`config.mk`:
```
export PLATFORM = sky130hd
export DESIGN_NAME = out_monitor
export DESIGN_NICKNAME = d
export VERILOG_FILES = /design/src/rtl/out_monitor.sv
export SDC_FILE = /design/constraint.sdc
export NUM_CORES = 1
export LEC_CHECK = 0
export ABC_AREA = 1
export ABC_CLOCK_PERIOD_IN_PS = 2250
export BUFFER_PORTS_ARGS = -buffer_cell sky130_fd_sc_hd__buf_2
export CAP_MARGIN = 10
export CORE_MARGIN = 8
export CORE_UTILIZATION = 55
export CTS_BUF_LIST = sky130_fd_sc_hd__clkbuf_8
export DETAILED_ROUTE_END_ITERATION = 8
export GPL_ROUTABILITY_DRIVEN = 0
export PLACE_DENSITY = 0.79
export RECOVER_POWER = 25
export REMOVE_ABC_BUFFERS = 1
export SKIP_CTS_REPAIR_TIMING = 1
export SLEW_MARGIN = 20
export SYNTH_ARGS = -nofsm -noshare
export SYNTH_HDL_FRONTEND = slang
export SYNTH_SLANG_ARGS = --single-unit
```
`constraint.sdc`:
```
create_clock -name clk -period 2.25 [get_ports clk]
set_clock_uncertainty 0.2 [all_clocks]
set_input_delay 0.45 -clock clk [delete_from_list [all_inputs] [get_ports clk]]
set_output_delay 0.45 -clock clk [all_outputs]
set_load 0.02 [all_outputs]
```
`src/rtl/out_monitor.sv`:
```
// Measures a pulse train (high widths, low gaps, pulse count) against expected parameters
// and latches sticky pass/fail results until clear or reset.
module out_monitor #(
  parameter int HIGH_LEN = 6,
  parameter int LOW_LEN  = 1,
  parameter int PULSES   = 13,
  parameter int CW       = 4
) (
  input  logic          clk,
  input  logic          reset,
  input  logic          out_in,
  input  logic          running_in,
  input  logic          bis_end_in,
  input  logic          clear,
  output logic          busy,
  output logic          done,
  output logic          pass,
  output logic          err_width,
  output logic          err_gap,
  output logic          err_count,
  output logic [CW-1:0] pulse_cnt,
  output logic [CW-1:0] last_high
);

  typedef enum logic [1:0] {S_IDLE, S_HIGH, S_LOW, S_DONE} state_t;

  localparam logic [CW-1:0] C_MAX    = '1;
  localparam logic [CW-1:0] C_ONE    = CW'(1);
  localparam logic [CW-1:0] C_HIGH   = CW'(HIGH_LEN);
  localparam logic [CW-1:0] C_LOW    = CW'(LOW_LEN);
  localparam logic [CW-1:0] C_PULSES = CW'(PULSES);

  state_t        r_state, w_state_nxt;
  logic          r_out_s, r_run_s, r_end_s;
  logic [CW-1:0] r_hcnt, r_lcnt, r_pcnt, r_last;
  logic [CW-1:0] w_hcnt_nxt, w_lcnt_nxt, w_pcnt_nxt, w_last_nxt;
  logic [CW-1:0] w_hcnt_inc, w_lcnt_inc, w_pcnt_inc;
  logic          r_errw, r_errg, r_errc;
  logic          w_errw_nxt, w_errg_nxt, w_errc_nxt;
  logic          r_busy, r_done, r_pass;

  assign w_hcnt_inc = (r_hcnt == C_MAX) ? C_MAX : r_hcnt + C_ONE;
  assign w_lcnt_inc = (r_lcnt == C_MAX) ? C_MAX : r_lcnt + C_ONE;
  assign w_pcnt_inc = (r_pcnt == C_MAX) ? C_MAX : r_pcnt + C_ONE;

  always_comb begin
    w_state_nxt = r_state;
    w_hcnt_nxt  = r_hcnt;
    w_lcnt_nxt  = r_lcnt;
    w_pcnt_nxt  = r_pcnt;
    w_last_nxt  = r_last;
    w_errw_nxt  = r_errw;
    w_errg_nxt  = r_errg;
    w_errc_nxt  = r_errc;
    if (clear) begin
      w_state_nxt = S_IDLE;
      w_hcnt_nxt  = '0;
      w_lcnt_nxt  = '0;
      w_pcnt_nxt  = '0;
      w_last_nxt  = '0;
      w_errw_nxt  = 1'b0;
      w_errg_nxt  = 1'b0;
      w_errc_nxt  = 1'b0;
    end else begin
      case (r_state)
        S_IDLE: begin
          if (r_out_s && r_run_s) begin
            w_hcnt_nxt  = C_ONE;
            w_pcnt_nxt  = '0;
            w_last_nxt  = '0;
            w_state_nxt = S_HIGH;
          end
        end
        S_HIGH: begin
          if (r_end_s) begin
            // end-of-run while high still closes the open pulse
            w_last_nxt  = r_hcnt;
            w_pcnt_nxt  = w_pcnt_inc;
            w_errw_nxt  = r_errw | (r_hcnt != C_HIGH);
            w_errc_nxt  = r_errc | (w_pcnt_inc != C_PULSES);
            w_state_nxt = S_DONE;
          end else if (!r_run_s) begin
            w_errc_nxt  = 1'b1;
            w_state_nxt = S_DONE;
          end else if (r_out_s) begin
            w_hcnt_nxt  = w_hcnt_inc;
          end else begin
            w_last_nxt  = r_hcnt;
            w_pcnt_nxt  = w_pcnt_inc;
            w_errw_nxt  = r_errw | (r_hcnt != C_HIGH);
            w_lcnt_nxt  = C_ONE;
            w_state_nxt = S_LOW;
          end
        end
        S_LOW: begin
          // the trailing low before end-of-run is never gap-checked
          if (r_end_s) begin
            w_errc_nxt  = r_errc | (r_pcnt != C_PULSES);
            w_state_nxt = S_DONE;
          end else if (!r_run_s) begin
            w_errc_nxt  = 1'b1;
            w_state_nxt = S_DONE;
          end else if (r_out_s) begin
            w_errg_nxt  = r_errg | (r_lcnt != C_LOW);
            w_hcnt_nxt  = C_ONE;
            w_state_nxt = S_HIGH;
          end else begin
            w_lcnt_nxt  = w_lcnt_inc;
          end
        end
        default: ;
      endcase
    end
  end

  always_ff @(posedge clk or posedge reset) begin
    if (reset) begin
      r_state <= S_IDLE;
      r_out_s <= 1'b0;
      r_run_s <= 1'b0;
      r_end_s <= 1'b0;
      r_hcnt  <= '0;
      r_lcnt  <= '0;
      r_pcnt  <= '0;
      r_last  <= '0;
      r_errw  <= 1'b0;
      r_errg  <= 1'b0;
      r_errc  <= 1'b0;
      r_busy  <= 1'b0;
      r_done  <= 1'b0;
      r_pass  <= 1'b0;
    end else begin
      r_out_s <= out_in;
      r_run_s <= running_in;
      r_end_s <= bis_end_in;
      r_state <= w_state_nxt;
      r_hcnt  <= w_hcnt_nxt;
      r_lcnt  <= w_lcnt_nxt;
      r_pcnt  <= w_pcnt_nxt;
      r_last  <= w_last_nxt;
      r_errw  <= w_errw_nxt;
      r_errg  <= w_errg_nxt;
      r_errc  <= w_errc_nxt;
      // status flags are decoded from the next state so they stay aligned with it
      r_busy  <= (w_state_nxt == S_HIGH) || (w_state_nxt == S_LOW);
      r_done  <= (w_state_nxt == S_DONE);
      r_pass  <= (w_state_nxt == S_DONE) && !(w_errw_nxt || w_errg_nxt || w_errc_nxt);
    end
  end

  assign busy      = r_busy;
  assign done      = r_done;
  assign pass      = r_pass;
  assign err_width = r_errw;
  assign err_gap   = r_errg;
  assign err_count = r_errc;
  assign pulse_cnt = r_pcnt;
  assign last_high = r_last;

endmodule

```
==> results of run 1 <==
[metal layers]
metal / vias up / part of all wire / track usage
met2: 37 / 0.47 / 0.235
li1: 639 / - / -
met4: 0 / 0.018 / 0.0433
met1: 592 / 0.46 / 0.170
met5: - / 0 / 0
met3: 7 / 0.055 / 0.0372
[kinds of logic after synthesis]
family	Yosys count
compound gates	42
fa+ha+maj	11
buf+inv	34
flops	27
simple gates	64
[metrics by stage]
stage,hold slack [ns],area [µm²],setup slack [ns]
after global routing,0.0718,1740,0.0145
after floorplan,0.281,1540,0.324
after detailed placement,0.322,1690,0.0252
after global placement,0.320,1690,0.215
final,0.0771,1740,0.204
after CTS,0.0339,1740,0.00777
[placed cells by master, fill, tap and decap left out, types with 2 or more instances in the layout]
cell type and count:
inv_1 30, nand2_1 27, dfrtp_1 27, buf_2 19, o21ai_0 14, nand3_1 13
ha_1 10, nor2_1 9, a21oi_1 9, o22ai_1 5, nor3_1 4, nand3_2 3
o21ai_2 3, nand4_1 3, clkbuf_8 3, o21ai_1 2, inv_2 2, o2111ai_1 2
[final cells by class]
cell class | instances | share of cell area
Multi-Input combinational cell | 117 | 0.433
Tap cell | 31 | 0.0222
Sequential cell | 27 | 0.387
Timing Repair Buffer | 21 | 0.0610
Inverter | 32 | 0.0703
Clock inverter | 1 | 0.00215
Clock buffer | 3 | 0.0237
[worst max-delay path by stage]
stage / startpoint / endpoint / cells after the start
6_report: r_state[1] / pass / 8
4_1_cts: r_state[0] / pass / 11
5_1_grt: r_state[0] / pass / 11
3_5_place_dp: r_state[0] / pass / 11
3_3_place_gp: r_state[0] / pass / 11
2_1_floorplan: r_state[0] / pass / 11
[power breakdown]
group | internal [mW] | switching, mW
Clock | 0.122 | 0.140
Sequential | 0.551 | 0.0627
Combinational | 0.209 | 0.395
Total | 0.882 | 0.598
[sequential cells by signal (all words and copies together) (netlist names)]
signal / cells
err_width: 1
last_high: 4
err_gap: 1
r_run_s: 1
r_state: 2
busy: 1
r_out_s: 1
pulse_cnt: 4
r_end_s: 1
r_hcnt: 4
r_lcnt: 4
err_count: 1
done: 1
pass: 1
==> results.toml, run 1 <==
[floorplan]
start_util = 0.572
fp.coreArea_um2 = 2730
die_w_um = 69.3
io_pins = 20
fp-row-count = 19
die_y_um = 69.3
dieArea_um2 = 4810

[logic_synthesis]
synth_fa_ha_area_frac = 0.0880
yosys.area.top_type = "dfrtp_1"
avgSynthCellArea_um2 = 8.79
ys_ff_latch = 27
synth_area_leaders = "dfrtp_1, ha_1, inv_1"
async_reset_ff_frac = 1.00
seq_area_frac_synth = 0.432
synth_edf_count = 0
synth_top_cell_area_share = 0.432
ys.flop_type = "dfrtp_1"
yosys_warnings = 0
synth_commonest_cells = "inv_1, dfrtp_1, nand2_1"
synth-simple-area-share = 0.212
netlist_area_um2 = 1560
synth_top_family_by_area = "simple AND/OR/NAND/NOR gates"
synth_xor_area_frac = 0
netlist_instances = 178
synth_most_common_cell = "inv_1"
muxShareOfSynthArea = 0
yosys.cell_types.count = 30
synth_compound_area_frac = 0.175

[setup_path]
regToRegEndpoint = "pass"
max_stage_delay_ns = 0.44
critPathMaxFanout = 4
path_cells = "inv_1 > ha_1 > inv_2 > o2111ai_1 > a32o_1 > ha_1 > nand2_1 > a21oi_2"
crit-reg2reg-launch = "r_state[1]"
ff2ff_path_depth = 8
critPathLaunchType = "register"
required_ns = 2.21
end_kind = "register"
cpMostUsedCell = "ha_1"
arrival_ns = 2.01
cp_num_buf_inv = 2
reg2reg_slack_ns = 0.20
crit_family = "adder cells"
path_class = "reg2reg"
crit_path_top_delay_cell = "dfrtp_1"

[layout]
synthToLayoutAreaGrowth_pct = 11.5
fillers = 244
diodes = 0
drive_above_1_share = 0.204
fin_nets = 219
utilization = 0.638
final_cells = 232
multi_input_area_um2 = 756
regArea_um2 = 676

[placed_design]
placed_cells = 228
dp.final_hpwl_mm = 2.54
io_buffers = 19

[cts]
cts_tree = "done"
cts_max_path_buffers = 2
htreeDepth = 1
clk_latency_ns = 0.27
cts.sinks = 27
cts_buffers = 3
clkTransAtPathRegs_ns = 0.08
cts_root_buffer = "clkbuf_8"

[power]
power_mw = 1.48
power_density_nw_per_um2 = 849
leakagePower_nw = 0.877
vdd_drop_max_v = 0.000548

[timing]
grt_setup_unrepaired = "false"
tns_ns = 0
fin_crit_sh = 0.909
slew_viol_final = 0
hold_violations = 0
setup_viol_count_final = 0
relSlewSlack = 0.0839
worst_pin_slew_ns = 1.37
period_needed_ns = 2.05
max_freq_mhz = 489

[min_path]
hp-class = "in2reg"
holdPathEnd = "r_run_s"
hold_depth = 1
min-delay-start = "running_in"

[routing]
ant_nets = 0
drc = 0
wl_per_cell_um = 13.9
drt_iter0_markers = 86
wl_mm = 3.24
vias = 1275
dr.pass1.iters = 4
viasPerCell = 5.50

[grt]
antenna_found_initial = 0
grt_pass1_wl_mm = 5.83
grt_overflow_total = 0
grtUsageTotal = 0.140
grt_max_degree = 28
grt_pass1_vias = 1301

[run_status]
status = "complete, no violations"

[flow_run]
drv_cap = 0
No activity file was read; power rests on OpenSTA's default activity.
==> run 2: changes to the inputs <==
Settings changed: CORE_MARGIN 8 to not set.
==> run 2 against run 1 <==
Against the previous run:
- global-route usage up 7.9 points
- highest routed layer unchanged
- largest power group unchanged
- sequential power about the same
- critical path depth up 1
- non-clock buffer count unchanged
- clock power up 4%
- wire length down 7.3%
- sequential share of layout area about the same
==> results.toml, run 2 (synthesized netlist as in run 1, its figures left out) <==
[run_status]
status = "complete, no violations"

[setup_path]
crit-reg2reg-launch = "r_state[1]"
end_kind = "register"
required_ns = 2.22
critPathLaunchType = "register"
path_cells = "inv_1 > ha_1 > nor2_4 > inv_1 > a21oi_1 > a21oi_1 > ha_1 > nand2_1 > a21oi_2"
regToRegEndpoint = "pass"
crit_family = "adder cells"
reg2reg_slack_ns = 0.19
max_stage_delay_ns = 0.44
path_class = "reg2reg"
arrival_ns = 2.03
crit_path_top_delay_cell = "dfrtp_1"
ff2ff_path_depth = 9
cp_num_buf_inv = 2
critPathMaxFanout = 4

[power]
power_density_nw_per_um2 = 852
p_clk_frac = 0.184
intPower_mw = 0.882
vdd_drop_max_v = 0.000622
p_seq_frac = 0.413
share_comb_of_total_power = 0.403
p_sw_frac = 0.406
leakagePower_nw = 0.877
p_sw_mw = 0.602
power_mw = 1.48

[grt]
antenna_found_initial = 0
grt_pass1_wl_mm = 5.37
grt_overflow_total = 0
grt_max_degree = 28
grt_pass1_vias = 1266
grtUsageTotal = 0.219

[floorplan]
io_pins = 20
die_y_um = 55.3
start_util = 0.604
fp-row-count = 18
dieArea_um2 = 3060
fp.coreArea_um2 = 2590
die_w_um = 55.3

[cts]
cts_tree = "done"
cts_root_buffer = "clkbuf_8"
htreeDepth = 1
cts.sinks = 27
clk_latency_ns = 0.28
cts_max_path_buffers = 2
cts_buffers = 3
clkTransAtPathRegs_ns = 0.09

[placed_design]
post_dp_cell_area_um2 = 1690
io_buffers = 19
placed_cells = 227
dp.final_hpwl_mm = 2.29

[routing]
ant_nets = 0
dr.pass1.iters = 5
drt_iter0_markers = 83
wl_mm = 3.00
drc = 0
wl_per_cell_um = 13.0
viasPerCell = 5.65
vias = 1305

[flow_run]
drv_cap = 0

[timing]
max_freq_mhz = 485
period_needed_ns = 2.06
hold_violations = 0
setup_viol_count_final = 0
whs_ns = 0.0708
fin_crit_sh = 0.916
worst_pin_slew_ns = 1.39
relSlewSlack = 0.0721
slew_viol_final = 0

[layout]
synthToLayoutAreaGrowth_pct = 11.4
drive_above_1_share = 0.204
diodes = 0
fin_nets = 219
final_cells = 231
layout_commonest_cell = "inv_1"
utilization = 0.673
most-common-layout-cells = "inv_1, nand2_1, dfrtp_1, buf_2, o21ai_0"
finalInstanceArea_um2 = 1740

[min_path]
hold_depth = 1
min-delay-start = "out_in"
hp-class = "in2reg"
holdPathEnd = "r_out_s"
==> run 2: cell counts in the layout (fill, tap and decap cells not counted) <==
No cell type changed its count.
==> run 2: through the flow <==
stage,setup TNS (ns),setup slack (ns)
6_report,0,0.188
5_1_grt,-0.0170,-0.0170
4_1_cts,-0.00286,-0.00286
3_5_place_dp,0,0.0251
3_3_place_gp,0,0.211
2_1_floorplan,0,0.324
==> run 2: power by group through the flow <==
stage | sequential (mW) | clock, mW | combinational [mW]
CTS | 0.609 | 0.280 | 0.590
floorplan | 0.656 | 0 | 0.392
global placement | 0.613 | 0 | 0.562
global route | 0.622 | 0.296 | 0.667
detailed placement | 0.617 | 0 | 0.584
finish | 0.612 | 0.273 | 0.599
==> run 2: routing by layer <==
metal,vias to the layer above,share of wire,routed length [µm],global-route usage
li1,643,-,-,-
met4,0,0.020,60,0.114
met2,48,0.48,1450,0.365
met1,607,0.44,1330,0.278
met5,-,0,0,0
met3,7,0.054,162,0.0281
==> run 2: worst max-delay path by stage <==
stage                     from   end  depth (start not counted)
floorplan           r_state[0]  pass                         11
global placement    r_state[0]  pass                         11
detailed placement  r_state[0]  pass                         11
CTS                 r_state[0]  pass                         11
global route        r_state[0]  pass                         11
finish              r_state[1]  pass                          9
==> run 2: final cells by class <==
cell class,instances,area (µm²)
multi-input cells,117,756
clock inverters,1,3.75
fillers,196,847
flip-flops and latches,27,676
clock buffers,3,41.3
well taps,30,37.5
repair buffers,21,106
inverters,32,123
==> run 3: changes to the inputs <==
Settings changed: ABC_CLOCK_PERIOD_IN_PS 2250 to 1870, CORE_UTILIZATION 55 to 54, PLACE_DENSITY 0.79 to 0.81.
Clock period 2.25 ns to 1.87 ns, I/O delays scaled along.
==> run 3 against run 2 <==
Against the previous run:
- critical path type unchanged
- power rose by 39%
- highest routed layer unchanged
- the flow now finishes with violations (setup timing)
- sequential share of layout area is 4.1 points lower
- die area grew 1.8%
- critical endpoint unchanged
- combinational power rose by 65%
==> results.toml, run 3 (synthesized netlist as in run 1, its figures left out) <==
[layout]
regArea_um2 = 678
multi_input_area_um2 = 836
drive_above_1_share = 0.327
utilization = 0.710
final_cells = 245
layout_commonest_cell = "inv_1"
diodes = 0
fillers = 197
most-common-layout-cells = "inv_1, nand2_1, dfrtp_1, buf_2, nand3_1"
finalInstanceArea_um2 = 1960
fin_nets = 232
synthToLayoutAreaGrowth_pct = 25.1

[routing]
viasPerCell = 5.65
wl_per_cell_um = 14.6
drc = 0
vias = 1385
wl_mm = 3.58
drt_iter0_markers = 64
dr.pass1.iters = 4
ant_nets = 0

[grt]
grt_pass1_vias = 1291
grt_overflow_total = 0
grt_max_degree = 28
grtUsageTotal = 0.229
grt_pass1_wl_mm = 5.54
antenna_found_initial = 0

[setup_path]
path_class = "reg2reg"
critPathMaxFanout = 4
end_kind = "register"
critPathLaunchType = "register"
arrival_ns = 1.91
required_ns = 1.84

[floorplan]
start_util = 0.567
dieArea_um2 = 3120
io_pins = 20
die_y_um = 55.8
fp-row-count = 19
die_w_um = 55.8
fp.coreArea_um2 = 2760

[power]
power_density_nw_per_um2 = 1050
vdd_drop_max_v = 0.000730
leakagePower_nw = 0.953

[timing]
max_freq_mhz = 514
grt_setup_unrepaired = "true"
period_needed_ns = 1.94
fin_crit_sh = 1.04
setup_viol_count_final = 4
whs_ns = 0.314
hold_violations = 0
worst_slack_ns = -0.0738
relSlewSlack = 0.570
worst_pin_slew_ns = 0.645
slew_viol_final = 0

[cts]
cts_tree = "done"
clkTransAtPathRegs_ns = 0.09
cts_max_path_buffers = 2
cts_root_buffer = "clkbuf_8"
cts_buffers = 3
cts.sinks = 27
htreeDepth = 1
clk_latency_ns = 0.28

[run_status]
violations = "setup timing"
status = "finished with violations"

[placed_design]
post_dp_cell_area_um2 = 1750
placed_cells = 236
pre_cts_ws_ns = -0.145
io_buffers = 19
dp.final_hpwl_mm = 2.53

[min_path]
hp-class = "in2reg"

[flow_run]
drv_cap = 0
==> run 3: cell types whose count changed in the layout (fill, tap and decap cells not counted), sizes merged <==
cell,change
buf,+9
dlygate4sd3,+4
==> run 3: power breakdown <==
part / total [mW] / internal (mW) / switching, mW
Clock: 0.326 / 0.148 / 0.178
Combinational: 0.987 / 0.413 / 0.574
Sequential: 0.743 / 0.666 / 0.0766
==> run 3: per-stage QoR <==
stage,setup TNS [ns],total power [mW]
floorplan,-0.0881,1.26
global placement,-0.00462,1.48
detailed placement,-0.301,1.52
CTS,-0.438,1.85
global route,-0.550,2.18
finish,-0.112,2.06
==> run 3: layout make-up <==
type | instances | area share
multi-input cells | 117 | 0.427
flip-flops and latches | 27 | 0.347
repair buffers | 34 | 0.120
inverters | 32 | 0.0639
clock buffers | 3 | 0.0211
well taps | 31 | 0.0198
clock inverters | 1 | 0.00192
==> run 3: metal layers <==
layer | part of all wire | global-route usage | vias to the layer above | routed length (µm)
li1 | - | - | 671 | -
met5 | 0 | 0 | - | 0
met3 | 0.050 | 0.0488 | 9 | 180
met2 | 0.51 | 0.398 | 48 | 1810
met1 | 0.42 | 0.273 | 657 | 1500
met4 | 0.024 | 0.101 | 0 | 85
==> run 3: worst paths after layout <==
kind / startpoint / cells past startpoint / slack (ns) / endpoint
setup / recovery: r_state[0] / 10 / -0.07 / pass
hold / removal: clear / 2 / 0.31 / err_width
setup reg to reg: r_state[0] / 10 / -0.07 / pass
hold reg to reg: last_high[2] / 2 / 0.34 / last_high[2]
max in group asynchronous: reset / 4 / 0.42 / r_state[1]
min in group asynchronous: reset / 4 / 0.59 / last_high[1]
==> run 3: critical path, stage by stage (launching register included) <==
cell and delay (ns):
dfrtp_1 0.44, inv_2 0.09, ha_4 0.18, buf_6 0.12
nor2_4 0.14, inv_2 0.07, a21oi_1 0.22, a21oi_2 0.11
ha_4 0.17, nand2_2 0.06, a21oi_2 0.03
